<file path="src/rtl/larpix_mosi_tx_if.sv">
// larpix_mosi_tx_if: packet write handshake and serial line status of one LArPix MOSI lane
//   master : tx_data, tx_valid, fill_parity (driven by the packet source)
//   slave  : tx_ready, mosi, busy, packet_done, fifo_count (driven by the transmitter)
interface larpix_mosi_tx_if #(
  parameter int WIDTH      = 64,
  parameter int FIFO_DEPTH = 4
) ();
  logic [WIDTH-1:0]              tx_data;
  logic                          tx_valid;
  logic                          fill_parity;
  logic                          tx_ready;
  logic                          mosi;
  logic                          busy;
  logic                          packet_done;
  logic [$clog2(FIFO_DEPTH):0]   fifo_count;
  modport master (output tx_data, tx_valid, fill_parity,
                  input  tx_ready, mosi, busy, packet_done, fifo_count);
  modport slave  (input  tx_data, tx_valid, fill_parity,
                  output tx_ready, mosi, busy, packet_done, fifo_count);
endinterface

</file>
<file path="src/rtl/larpix_mosi_tx.sv">
// larpix_mosi_tx: buffered UART transmitter for one LArPix MOSI lane
//   clk   : master clock
//   reset : asynchronous active-high reset; truncates any frame in flight
//   bus   : slave side of larpix_mosi_tx_if (packet push handshake, mosi line, status)
// Frame: start(0), WIDTH data bits LSB-first, stop(1), GAP_BITS idle bits, CLK_DIV clocks per bit.
module larpix_mosi_tx #(
  parameter int WIDTH      = 64,
  parameter int CLK_DIV    = 4,
  parameter int FIFO_DEPTH = 4,
  parameter int GAP_BITS   = 1
) (
  input logic            clk,
  input logic            reset,
  larpix_mosi_tx_if.slave bus
);
  localparam int AW = $clog2(FIFO_DEPTH);
  localparam int DW = $clog2(CLK_DIV);
  localparam int NB = WIDTH > GAP_BITS ? WIDTH : GAP_BITS;
  localparam int BW = $clog2(NB + 1);
  localparam logic [2:0] IDLE  = 3'd0;
  localparam logic [2:0] START = 3'd1;
  localparam logic [2:0] DATA  = 3'd2;
  localparam logic [2:0] STOP  = 3'd3;
  localparam logic [2:0] GAP   = 3'd4;

  logic [WIDTH-1:0] mem_q [FIFO_DEPTH];
  logic [AW-1:0]    wr_q, rd_q;
  logic [AW:0]      cnt_q, cnt_d;
  logic [2:0]       state_q, state_d;
  logic [DW-1:0]    div_q, div_d;
  logic [BW-1:0]    bit_q, bit_d;
  logic [WIDTH-1:0] shift_q, shift_d;
  logic             mosi_q, done_q;
  logic             push, pop, bit_end;
  logic [WIDTH-1:0] wr_word;

  assign bus.tx_ready    = cnt_q != (AW+1)'(FIFO_DEPTH);
  assign bus.busy        = state_q != IDLE || cnt_q != '0;
  assign bus.mosi        = mosi_q;
  assign bus.packet_done = done_q;
  assign bus.fifo_count  = cnt_q;

  assign push    = bus.tx_valid && bus.tx_ready;
  assign bit_end = div_q == DW'(CLK_DIV - 1);
  assign wr_word = bus.fill_parity ? {~^bus.tx_data[WIDTH-2:0], bus.tx_data[WIDTH-2:0]} : bus.tx_data;
  assign cnt_d   = cnt_q + (AW+1)'(push) - (AW+1)'(pop);

  always_comb begin
    state_d = state_q;
    div_d   = bit_end ? '0 : div_q + 1'b1;
    bit_d   = bit_q;
    shift_d = shift_q;
    pop     = 1'b0;
    case (state_q)
      IDLE:  div_d = '0;
      START: if (bit_end) begin
        state_d = DATA;
        bit_d   = '0;
      end
      DATA: if (bit_end) begin
        shift_d = shift_q >> 1;
        bit_d   = bit_q + 1'b1;
        state_d = bit_q == BW'(WIDTH - 1) ? STOP : DATA;
      end
      STOP: if (bit_end) begin
        state_d = GAP_BITS > 0 ? GAP : IDLE;
        bit_d   = '0;
      end
      GAP: if (bit_end) begin
        bit_d   = bit_q + 1'b1;
        state_d = bit_q == BW'(GAP_BITS - 1) ? IDLE : GAP;
      end
      default: state_d = IDLE;
    endcase
    // Any cycle that would land in IDLE starts the next queued frame instead,
    // so queued packets go out with no extra idle clock between frames.
    if (state_d == IDLE && cnt_q != '0) begin
      pop     = 1'b1;
      state_d = START;
      div_d   = '0;
      shift_d = mem_q[rd_q];
    end
  end

  always_ff @(posedge clk) if (push) mem_q[wr_q] <= wr_word;

  always_ff @(posedge clk or posedge reset) begin
    if (reset) begin
      wr_q    <= '0;
      rd_q    <= '0;
      cnt_q   <= '0;
      state_q <= IDLE;
      div_q   <= '0;
      bit_q   <= '0;
      shift_q <= '0;
      mosi_q  <= 1'b1;
      done_q  <= 1'b0;
    end else begin
      wr_q    <= push ? wr_q + 1'b1 : wr_q;
      rd_q    <= pop ? rd_q + 1'b1 : rd_q;
      cnt_q   <= cnt_d;
      state_q <= state_d;
      div_q   <= div_d;
      bit_q   <= bit_d;
      shift_q <= shift_d;
      // Line and done pulse are registered from the current state, one clock behind the FSM.
      mosi_q  <= state_q == START ? 1'b0 : state_q == DATA ? shift_q[0] : 1'b1;
      done_q  <= state_q == STOP && bit_end;
    end
  end
endmodule

</file>
<file path="src/flat_wrapper.sv">
// flat-port wrapper written by rule: the top's interface ports become plain ports
module larpix_mosi_tx_flat 
#(
  parameter int WIDTH      = 64,
  parameter int CLK_DIV    = 4,
  parameter int FIFO_DEPTH = 4,
  parameter int GAP_BITS   = 1
)
  (clk, reset, bus_tx_data, bus_tx_valid, bus_fill_parity, bus_tx_ready, bus_mosi, bus_busy, bus_packet_done, bus_fifo_count);
  larpix_mosi_tx_if #(.WIDTH(WIDTH), .FIFO_DEPTH(FIFO_DEPTH)) bus_i ();
  input logic clk;
  input logic reset;
  input wire logic [$bits(bus_i.tx_data)-1:0] bus_tx_data;
  input wire logic [$bits(bus_i.tx_valid)-1:0] bus_tx_valid;
  input wire logic [$bits(bus_i.fill_parity)-1:0] bus_fill_parity;
  output wire logic [$bits(bus_i.tx_ready)-1:0] bus_tx_ready;
  output wire logic [$bits(bus_i.mosi)-1:0] bus_mosi;
  output wire logic [$bits(bus_i.busy)-1:0] bus_busy;
  output wire logic [$bits(bus_i.packet_done)-1:0] bus_packet_done;
  output wire logic [$bits(bus_i.fifo_count)-1:0] bus_fifo_count;
  assign bus_i.tx_data = bus_tx_data;
  assign bus_i.tx_valid = bus_tx_valid;
  assign bus_i.fill_parity = bus_fill_parity;
  assign bus_tx_ready = bus_i.tx_ready;
  assign bus_mosi = bus_i.mosi;
  assign bus_busy = bus_i.busy;
  assign bus_packet_done = bus_i.packet_done;
  assign bus_fifo_count = bus_i.fifo_count;
  larpix_mosi_tx #(.WIDTH(WIDTH), .CLK_DIV(CLK_DIV), .FIFO_DEPTH(FIFO_DEPTH), .GAP_BITS(GAP_BITS)) u_core (.clk(clk), .reset(reset), .bus(bus_i));
endmodule
</file>
<file path="config.mk">
export PLATFORM = sky130hd
export DESIGN_NAME = larpix_mosi_tx_flat
export DESIGN_NICKNAME = d
export VERILOG_FILES = /design/src/rtl/larpix_mosi_tx_if.sv /design/src/rtl/larpix_mosi_tx.sv /design/src/flat_wrapper.sv
export SDC_FILE = /design/constraint.sdc
export NUM_CORES = 1
export LEC_CHECK = 0
export BUFFER_PORTS_ARGS = -buffer_cell sky130_fd_sc_hd__buf_2
export CAP_MARGIN = 20
export CELL_PAD_IN_SITES_DETAIL_PLACEMENT = 0
export CELL_PAD_IN_SITES_GLOBAL_PLACEMENT = 1
export CORE_MARGIN = 5
export CORE_UTILIZATION = 50
export DETAILED_ROUTE_END_ITERATION = 10
export GPL_TIMING_DRIVEN = 0
export PLACE_DENSITY = 0.81
export SKIP_LAST_GASP = 1
export SYNTH_ARGS = -nofsm -noshare
export SYNTH_HDL_FRONTEND = slang
export SYNTH_SLANG_ARGS = --single-unit
</file>
<file path="constraint.sdc">
create_clock -name clk -period 5.62 [get_ports clk]
set_clock_uncertainty 0.05 [all_clocks]
set_input_delay 0.281 -clock clk [delete_from_list [all_inputs] [get_ports clk]]
set_output_delay 0.281 -clock clk [all_outputs]
set_load 0.005 [all_outputs]
</file>
# Word-level counts from Yosys, hierarchy flattened
# Memories as Yosys holds them, arrays and structs flattened.
# Cells that the tools add are included.
dict set report word_totals {
  reg_bits 85
  latch_bits 0
  mem_bits_rw 256
  romBits 0
  out_inout_bits 7
  wordCells 65
  memories 1
}
# name depth width rd rd_clocked_by_memory_dff write_ports line_no
set mem_list {}
lappend mem_list {u_core.mem_q 4 64 1 0 1 larpix_mosi_tx.sv:26} ;# logic [WIDTH-1:0] mem_q [FIFO_DEPTH];
dict set report op_classes {
  addsub 6
  multipliers 0
  div 0
  magnitude_cmp 0
  n_eq_ne 9
  shifts 0
  mux 23
  n_bitwise 0
  n_reduce_logical 17
}
# op n
set ops {}
lappend ops {{64-bit two-way mux} 4}
lappend ops {{63-bit XNOR reduction} 1}
lappend ops {{3-bit two-way mux} 6}
lappend ops {{3-bit case mux with 5 select lines} 1}
lappend ops {{7-bit two-way mux} 2}
lappend ops {{7-bit case mux with 2 select lines} 1}
lappend ops {{7-bit by 1-bit adder with 7-bit output (second input constant)} 1}
lappend ops {{7-bit by 6-bit == test with 1-bit output (second input constant)} 1}
lappend ops {{7-bit zero test} 1}
lappend ops {{2-bit by 1-bit adder with 2-bit output (second input constant)} 3}
lappend ops {{3-bit by 2-bit == test with 1-bit output (second input constant)} 2}
lappend ops {{3-bit zero test} 2}
lappend ops {{1-bit two-way mux} 6}
lappend ops {{2-bit two-way mux} 3}
lappend ops {{2-bit nonzero test} 3}
lappend ops {{3-bit nonzero test} 2}
lappend ops {{2-bit by 1-bit inequality test with 1-bit output (second input constant)} 2}
lappend ops {{2-bit OR reduction} 2}
lappend ops {{3-bit by 1-bit adder with 3-bit output} 1}
lappend ops {{3-bit by 1-bit == test with 1-bit output (second input constant)} 1}
lappend ops {{3-bit == test (second input constant)} 1}
lappend ops {{1-bit logical AND} 3}
lappend ops {{3-bit inequality test (second input constant)} 1}
lappend ops {{3-bit AND reduction} 1}
lappend ops {{4 further kinds} 4}

# Logic depth before layout (Yosys ltp)
dict set report depth {
  ltp_word 8
  mapped_depth 13
  ltp_nobuf 12
}

# Least setup slack after synthesis
# OpenSTA, ideal clock, no wires.
dict set report synth_path {
  path_kind {register to register}
  start {register u_core.bit_q[0]}
  end {register u_core.cnt_q[1] (netlist: u_core.bus.fifo_count[1])}
  setup_ps 136
  t_arrival_ps 2645
  required_time_ps 5434
  path_slack_ps 2790
  path_stages_with_launch 12
  n_path_buf 1
  period_less_slack_ps 2830
  cell_sequence {dfrtp_1 > inv_1 > ha_1 > or4b_1 > o311ai_2 > o21a_2 > and2b_4 > clkbuf_1 > nand2_1 > o21ai_0 > ha_1 > fa_1}
}
dict set report synth_between {
  elab_chain_len 8
  word_cells_on_any_way 11
  cone_classes {add/sub (1); eq/ne (1); mux (6); reduce/logical (3)}
}
# element line_no
set synth_lines {}
lappend synth_lines {{from (decl)} larpix_mosi_tx.sv:31} ;# logic [BW-1:0] bit_q, bit_d;
lappend synth_lines {{from (signal assigned)} larpix_mosi_tx.sv:104} ;# bit_q <= bit_d;
lappend synth_lines {{7-bit by 6-bit == test with 1-bit output or 7-bit zero test (tied branches)} {larpix_mosi_tx.sv:63, larpix_mosi_tx.sv:71}}
lappend synth_lines {{1-bit two-way mux or 3-bit two-way mux (tied branches)} {larpix_mosi_tx.sv:63, larpix_mosi_tx.sv:71}}
lappend synth_lines {{3-bit two-way mux (on tied branches)} {larpix_mosi_tx.sv:60, larpix_mosi_tx.sv:69}}
lappend synth_lines {{3-bit case mux with 5 select lines (*)} larpix_mosi_tx.sv:54} ;# case (state_q)
lappend synth_lines {{3-bit zero test (*)} larpix_mosi_tx.sv:77} ;# if (state_d == IDLE && cnt_q != '0) begin
lappend synth_lines {{1-bit logical AND (*)} larpix_mosi_tx.sv:77}
lappend synth_lines {{1-bit two-way mux (*)} larpix_mosi_tx.sv:77}
lappend synth_lines {{3-bit by 1-bit subtractor with 3-bit output (*)} larpix_mosi_tx.sv:46} ;# assign cnt_d = cnt_q + (AW+1)'(push) - (AW+1)'(pop);
lappend synth_lines {{net u_core.cnt_d[1]} larpix_mosi_tx.sv:28} ;# logic [AW:0] cnt_q, cnt_d;
lappend synth_lines {{to (signal assigned)} larpix_mosi_tx.sv:101} ;# cnt_q <= cnt_d;
lappend synth_lines {{to (decl)} larpix_mosi_tx.sv:28}
# Mark *: on every way through the listed nets, which the timed path passes. The rest lies on a longest branch.
# A chain may end at the register's enable or synchronous reset.

# Worst setup path after layout
# Same ends and word-level chain as after synthesis.

==> impl_metrics.yaml <==
yosys:
  synth-seq-cells: 341
  synth_cell_types: 47
  synth_edf_count: 256
  synth_common_cells: "edfxtp_1, dfrtp_1, a221o_1"
  synth_seq_area_share_pct: 69.8
  synthMostInstantiatedCell: "edfxtp_1"
  synth_cells: 725
  synth_area_leaders: "edfxtp_1, dfrtp_1, mux4_1, a221o_1, xnor2_1"
  synthArstFlopShare_pct: 24.9
  synth_top_area_cell: "edfxtp_1"
  synth_top_flop_cell: "edfxtp_1"
  yosys_warnings: 0
  syn-mean-instance-area_um2: 19.4
  synth.cell_area_mm2: 0.0141
  synth_top_cell_area_share_pct: 54.6
  synth_fp_nets: 802
sta:
  period_needed_ps: 3190
  tns_ps: 0
  max_freq_mhz: 314
  finalCritPeriodShare_pct: 56.7
  slew_viol_final: 0
  setup_viol: 0
  worstMarginPinSlew_ps: 784
  hold_viol_final: 0
  slew_headroom_pct: 47.7
  rsz0062_at_grt: "false"
cells_and_area:
  nFillCells: 2030
  fin_area_mm2: 0.0168
  n_antenna_cell: 0
  final_nets: 981
  area_delta_synth_final_pct: 19.8
  final_cells: 1309
  drive_above_1_share_pct: 24.5
setup_path:
  cpPeakStageDelay_ps: 450
  cp.arrival_ps: 3510
  crit_fanout: 10
  setup.worst_path.class: "reg2reg"
  regToRegSetupSlack_ps: 2430
  slowest_stage: "or4b_1"
  crit_required_ps: 5940
  r2r-end: "u_core.bus.fifo_count[1]"
  cp-endpoint: "u_core.bus.fifo_count[1]"
  cp-start-kind: "flip-flop"
  worstPathCellList: "inv_1 -> ha_1 -> or4b_1 -> o311ai_2 -> o21a_2 -> and2b_4 -> clkbuf_1 -> nand2_1 -> o21ai_0 -> ha_1 -> fa_1"
  critPathLaunch: "u_core.bit_q[0]"
  r2r_cells: 11
  end_kind: "flip-flop"
  r2r_start: "u_core.bit_q[0]"
  cp_common_cell: "ha_1"
grt:
  use_met2_pct: 29.1
  gr-usage-met3_pct: 3.17
  gr-usage-met1_pct: 24.2
  grt_first_pass_wirelength_um: 42800
  antenna_found_initial: 1
  gr-max-usage-layer: "met2"
  grt-ovfl-total: 0
  grt_max_degree: 58
  grt_pass1_vias: 7631
  track_usage_pct: 17.5
clocking:
  cts_made_buffers: 36
  cts_sinks: 341
  clk_pin_slew_ps: 70
  clock_latency_ps: 510
  cts-root-buf: "clkbuf_16"
  postCtsSetupBuffers: 0
  htreeDepth: 2
  clockBufferDepth: 3
  post_cts_resized: 0
  hold_buffers: 62
  cts_tree: "done"
routing:
  avgRoutedWirePerCell_um: 20.3
  drc: 0
  antenna_violating_nets_post_route: 0
  drt_pass1_iterations: 5
  via_count: 7208
  drt_iter0_markers: 412
  drt-total-wl_um: 26600
  via_per_inst: 5.51
die:
  die_y_um: 178
  core_mm2: 0.0278
  row_count: 61
  die_w_um: 178
  initial_utilization_pct: 50.6
  ios: 75
  die_area_mm2: 0.0316
place:
  dp_cells: 1182
  portBuffers: 74
  hpwl_um: 16200
  place_congestion: 0.723
  post_dp_cell_area_mm2: 0.0151
power_and_ir_drop:
  ir_drop_uv: 318
  p_leak_nw: 6.26
  total_power_mw: 8.51
  power.density_mw_per_mm2: 505
outcome:
  status: "finished, final reports clean"
flow_run:
  maxCapViolCount: 0
min_path:
  hp-class: "in2reg"
==> metal layers <==
layer | routed length, um | vias to the layer above
li1 | - | 3295
met1 | 11600 | 3693
met2 | 13200 | 170
met3 | 1170 | 48
met4 | 586 | 2
met5 | 7 | -
==> through the flow <==
| stage | setup slack [ps] | util, % | hold WS, ps |
|---|---|---|---|
| 6_report | 2430 | 60.7 | 5.59 |
| 5_1_grt | 2170 | 60.7 | 0.0849 |
| 4_1_cts | 2410 | 60.7 | 0.219 |
| 3_5_place_dp | 2410 | 54.2 | 305 |
| 3_3_place_gp | 1700 | 53.7 | 371 |
| 2_1_floorplan | 2790 | - | 330 |
==> critical path, delay by kind of cell, from the launching register on <==
kind / cells / cell delay, ps
fa+ha+maj: 3 / 760
simple gates: 3 / 780
flops: 1 / 400
buf+inv: 2 / 440
compound gates: 3 / 630
==> flip-flops by register name (all words and copies together) (netlist names) <==
name	cells
u_core.bit_q	7
u_core.bus.fifo_count	3
u_core.bus.mosi	1
u_core.bus.packet_done	1
u_core.div_q	2
u_core.mem_q	256
u_core.rd_q	2
u_core.shift_q	64
u_core.state_q	3
u_core.wr_q	2
==> cell type report <==
type / instances / area (um^2) / area share, %
well taps: 378 / 473 / 2.81
multi-input cells: 337 / 3920 / 23.3
clock inverters: 21 / 218 / 1.29
clock buffers: 44 / 941 / 5.58
flip-flops and latches: 341 / 9820 / 58.3
repair buffers: 141 / 1130 / 6.70
plain buffers: 38 / 317 / 1.88
inverters: 9 / 36.3 / 0.215
==> layout by cell type, fill, tap and decap left out, types with 20 or more instances in the layout <==
cell / Yosys / layout
dfrtp_1: 84 / 84
a221o_1: 60 / 60
edfxtp_1: 256 / 256
mux4_1: 53 / 53
and2_2: 44 / 44
dlygate4sd3_1: 0 / 62
clkbuf_16: 0 / 36
and2_1: 20 / 20
buf_2: 1 / 75
xnor2_1: 52 / 52
==> where the power goes <==
part / total [mW] / internal [mW] / switching [mW]
Clock: 2.30 / 1.35 / 0.953
Sequential: 3.67 / 3.43 / 0.245
Combinational: 2.53 / 1.31 / 1.22
Total: 8.51 / 6.08 / 2.42
==> cells by family after synthesis <==
group           Yosys count  share of synthesized area [%]
fa+ha+maj                 9                          0.854
buf+inv                  47                           2.49
flops                   341                           69.8
simple gates            114                           5.16
xor+xnor                 66                           4.60
compound gates           83                           5.39
mux                      65                           11.7
==> worst min path at each step <==
stage	slack, ps	end	cells past startpoint	from
4_1_cts	0.2	u_core.mem_q[2][30]	1	bus_tx_data[30]
5_1_grt	0.08	u_core.mem_q[3][30]	1	bus_tx_data[30]
3_3_place_gp	370	u_core.div_q[0]	1	u_core.div_q[0]
6_report	6	u_core.mem_q[2][30]	1	bus_tx_data[30]
3_5_place_dp	300	u_core.shift_q[21]	2	reset
2_1_floorplan	330	u_core.mem_q[0][0]	0	bus_tx_data[0]
Power figures use the tool's default switching activity.
